## src/rtl/pipe_stage_elastic.sv

```systemverilog
// Elastic valid/ready pipeline latch with flush-to-bubble and optional 2-entry skid buffer.
// Define PIPE_STAGE_PERF_EN to add the saturating stall_cnt/flush_cnt performance counters.
module pipe_stage_elastic #(
  parameter int                DATA_W    = 64,
  parameter logic [DATA_W-1:0] NOP_VALUE = {DATA_W{1'b0}},
  parameter bit                SKID      = 1'b1
) (
  input  logic              clk,
  input  logic              reset,
  input  logic              flush,
  input  logic              in_valid,
  output logic              in_ready,
  input  logic [DATA_W-1:0] in_data,
  output logic              out_valid,
  input  logic              out_ready,
  output logic [DATA_W-1:0] out_data,
  output logic [1:0]        occupancy
`ifdef PIPE_STAGE_PERF_EN
  ,
  output logic [31:0]       stall_cnt,
  output logic [15:0]       flush_cnt
`endif
);

  typedef enum logic [1:0] {
    ST_EMPTY = 2'd0,
    ST_ONE   = 2'd1,
    ST_TWO   = 2'd2
  } state_t;

  state_t            state_r;
  state_t            state_nx;
  logic [DATA_W-1:0] main_r;
  logic [DATA_W-1:0] main_nx;
  logic [DATA_W-1:0] skid_r;
  logic [DATA_W-1:0] skid_nx;
  logic              in_ready_r;
  logic              acc_s;
  logic              pop_s;

  assign out_valid = (state_r != ST_EMPTY);
  assign out_data  = main_r;
  assign occupancy = state_r;
  // Skid build keeps in_ready off the out_ready path; single-entry build forwards it.
  assign in_ready  = SKID ? in_ready_r : (~out_valid | out_ready);
  assign acc_s     = in_valid & in_ready;
  assign pop_s     = out_valid & out_ready;

  // Next-state and payload steering; flush overrides every transfer.
  always_comb begin
    state_nx = state_r;
    main_nx  = main_r;
    skid_nx  = skid_r;
    if (flush) begin
      state_nx = ST_EMPTY;
      main_nx  = NOP_VALUE;
      skid_nx  = NOP_VALUE;
    end else begin
      case (state_r)
        ST_EMPTY: begin
          if (acc_s) begin
            state_nx = ST_ONE;
            main_nx  = in_data;
          end else begin
            state_nx = ST_EMPTY;
          end
        end
        ST_ONE: begin
          if (acc_s && pop_s) begin
            main_nx = in_data;
          end else if (acc_s && SKID) begin
            state_nx = ST_TWO;
            skid_nx  = in_data;
          end else if (pop_s) begin
            state_nx = ST_EMPTY;
            main_nx  = NOP_VALUE;
          end else begin
            state_nx = ST_ONE;
          end
        end
        ST_TWO: begin
          if (pop_s) begin
            state_nx = ST_ONE;
            main_nx  = skid_r;
            skid_nx  = NOP_VALUE;
          end else begin
            state_nx = ST_TWO;
          end
        end
        default: begin
          state_nx = ST_EMPTY;
          main_nx  = NOP_VALUE;
          skid_nx  = NOP_VALUE;
        end
      endcase
    end
  end

  // State, payload and registered in_ready.
  always_ff @(posedge clk) begin
    if (reset) begin
      state_r    <= ST_EMPTY;
      main_r     <= NOP_VALUE;
      skid_r     <= NOP_VALUE;
      in_ready_r <= 1'b1;
    end else begin
      state_r    <= state_nx;
      main_r     <= main_nx;
      skid_r     <= skid_nx;
      in_ready_r <= (state_nx != ST_TWO);
    end
  end

`ifdef PIPE_STAGE_PERF_EN
  logic stall_s;
  logic flush_hit_s;

  assign stall_s     = out_valid & ~out_ready;
  assign flush_hit_s = flush & (out_valid | acc_s);

  // Saturating counters, cleared only by reset.
  always_ff @(posedge clk) begin
    if (reset) begin
      stall_cnt <= 32'd0;
      flush_cnt <= 16'd0;
    end else begin
      if (stall_s && (stall_cnt != 32'hFFFF_FFFF)) begin
        stall_cnt <= stall_cnt + 32'd1;
      end else begin
        stall_cnt <= stall_cnt;
      end
      if (flush_hit_s && (flush_cnt != 16'hFFFF)) begin
        flush_cnt <= flush_cnt + 16'd1;
      end else begin
        flush_cnt <= flush_cnt;
      end
    end
  end
`endif

endmodule

```

## config.mk

```make
export PLATFORM = sky130hd
export DESIGN_NAME = pipe_stage_elastic
export DESIGN_NICKNAME = d
export VERILOG_FILES = /design/src/rtl/pipe_stage_elastic.sv
export SDC_FILE = /design/constraint.sdc
export NUM_CORES = 1
export LEC_CHECK = 0
export BUFFER_PORTS_ARGS = -buffer_cell sky130_fd_sc_hd__clkbuf_2
export CAP_MARGIN = 25
export CORE_ASPECT_RATIO = 2
export CORE_UTILIZATION = 40
export DETAILED_ROUTE_END_ITERATION = 7
export GPL_ROUTABILITY_DRIVEN = 1
export SLEW_MARGIN = 25
export SYNTH_ARGS = -nofsm -noshare
export SYNTH_HDL_FRONTEND = slang
export SYNTH_SLANG_ARGS = --single-unit
```

## constraint.sdc

```tcl
create_clock -name clk -period 2.54 [get_ports clk]
set_clock_uncertainty 0.2 [all_clocks]
set_input_delay 0.508 -clock clk [delete_from_list [all_inputs] [get_ports clk]]
set_output_delay 0.508 -clock clk [all_outputs]
set_load 0.01 [all_outputs]
```

==> results by group <==
Run status
  • Status: completed

STA
  • TNS Setup: 0 ns
  • FMAX: 406.5 MHz
  • Max_slew headroom: 62.37%
  • RSZ-0062 raised after global routing: false
  • Final worst-path cycle share: 96.86%
  • Worst slew pin tran: 0.5644 ns
  • Count of final setup violators: 0
  • Fin. max-slew vios: 0
  • Min Tclk post-route: 2.460 ns
  • Final Hold Fails: 0

Clock network
  • Postcts setup bufs: 0
  • H-tree depth: 4
  • CTS tree: done
  • Clock latency at the later pin of the worst-skew pair: 0.40 ns
  • Clock Tree Root: clkbuf_16
  • Clock Tree Buf Depth: 2
  • Hold Buf Count CTS: 0
  • Clock-pin slew on the worst setup and hold paths: 0.05 ns
  • Resized cells post-CTS: 0
  • TritonCTS buffer count: 17
  • CTS sink count: 131

Yosys
  • Mapped Cells: 668
  • Post-synthesis register bit count: 131
  • YS warnings: 0
  • Post-Syn Nets: 737
  • Number of flops mapped to enable cells by yosys: 0
  • Ys flop type: dfxtp_1
  • Avg Inst Size Synth: 9.581 um^2
  • Share of the synthesized area in the top cell type: 40.98%
  • Ranking of synthesized cells by area: dfxtp_1 41%, mux2i_1 20%, o2bb2ai_1 8.8%
  • Most frequent cell after synthesis: dfxtp_1
  • Cell taking the most area after synthesis: dfxtp_1
  • Async SR Flop Fraction: 0%
  • Sequential element share of the synthesized area: 40.98%
  • Post-synth top cells: 131 x dfxtp_1, 130 x nor2_1, 129 x mux2i_1
  • Mapped cell area: 6400 um^2
  • Synth unique cells: 26

Critical path
  • WP data arrival: 1.75 ns
  • Worst reg2reg path startpoint: occupancy[1]
  • WP data required: 1.83 ns
  • Critical path type: reg2out
  • Crit-path max FO: 28
  • Nature of the critical path startpoint: flop
  • Nature of the critical path endpoint: output pin
  • Critical Path Start: occupancy[1]

Min path
  • Hold path startpoint: out_ready
  • Min-Delay Path Class: in2reg

Cells and area
  • Synthesis-to-layout area growth: 20.78%
  • Share of layout cells above drive strength 1: 24.04%
  • Area of the multi-input gates: 3393 um^2
  • Register Area: 2628 um^2
  • Fin cells: 983
  • N_diodes: 0
  • Fill cell count: 1,484
  • Net count, final: 841

Drt
  • First drt pass iteration count: 5
  • Residual DRC count: 0
  • Vias per cell: 5.421
  • Detailed Route WL: 16.60 mm
  • Mean routed wirelength per cell: 16.89 um
  • Vias post-DR: 5,329
  • Antenna Nets Post-Route: 0
  • Initial drt markers: 300

Die
  • Die area: 16,540 um^2
  • Die H: 180.9 um
  • Area of the core: 15,700 um^2
  • FP Rows: 65
  • Die Wd: 91.44 um
  • Initial core utilization: 40.77%
  • I/O pin total: 137

GRT
  • Tot GR Track Use: 20.61%
  • Global route overflow: 0
  • First-pass GRT wire length: 27.06 mm
  • Initial antenna violation count: 0
  • Vias in the first global route: 5,446
  • Largest net degree at the start of global routing: 76

Pwr
  • Leak pwr: 2.947 nW
  • Power per cell area: 658.8 nW/um^2
  • Worst VDD drop: 0.4924 mV

Placed design
  • Gpl congestion: 0.7603
  • Port Buffer Count: 136
  • DP HPWL: 10.98 mm
  • Post-Place Cells: 954

Run
  • Max_cap viols: 0
-- cell families after synthesis --
group | synth area share, %
simple gates | 15.25
compound gates | 17.13
flops | 40.98
mux | 20.18
buf+inv | 6.471
-- per-layer routing --
layer	global-route usage [%]	routed length [um]
met2	38.29	8949
met4	10.03	533
met5	0	0
met1	21.89	6576
met3	3.662	545
-- placed cells by master (no fill, tap or decap), types with 2 or more instances in the layout --
master / instances
a21oi_1: 2
clkbuf_2: 136
buf_4: 8
o2bb2ai_1: 64
clkbuf_1: 2
buf_12: 5
clkbuf_8: 6
dfxtp_1: 129
clkinv_2: 2
a22oi_1: 64
clkbuf_16: 17
mux2i_1: 129
and2_1: 64
nand3b_1: 4
buf_16: 2
nor2_1: 130
-- worst paths after layout --
check                               endpoint  cells after the start  slack, ns
worst max-delay path               out_valid                      3       0.08
worst min register to register    skid_r[53]                      2       0.29
worst max register to register  out_data[36]                      5       0.49
worst min-delay path            occupancy[1]                      2       0.23
-- area by class of cell --
type                       count  share of cell area [%]
clock inverter                 4                  0.5989
multi-input combinational    471                   43.90
clock buffer                  25                   6.669
timing repair buffer         151                   11.59
sequential                   131                   33.99
tap                          201                   3.253
-- critical path: stages, from the launching register on --
cell and delay [ns]:
dfxtp_4 0.51, buf_4 0.50, or2_2 0.20, clkbuf_2 0.12
-- sequential cells by signal, indices dropped and copies added, names as in the netlist --
| name | flops |
|---|---|
| occupancy | 2 |
| in_ready | 1 |
| skid_r | 64 |
| out_data | 64 |
-- metrics by stage --
stage	total power [mW]	instance area, um^2	utilization (%)	hold WS, ns	worst slack [ns]
final	5.092	7730	49.25	0.2325	0.07987
after global routing	5.299	7730	49.25	0.2507	0.009513
after CTS	5.145	7730	49.25	0.2122	0.04845
after detailed placement	2.808	7168	45.67	0.2839	0.2424
after global placement	2.785	7113	45.32	0.2722	0.3295
after floorplan	2.593	6400	-	0.2601	0.6285
-- power by group --
group          switching (mW)  internal [mW]  total, mW
Clock                   0.848           1.48       2.33
Combinational           0.366          0.262      0.628
Sequential             0.0298           2.10       2.13
Total                    1.24           3.85       5.09
No activity file was read; power rests on OpenSTA's default activity.
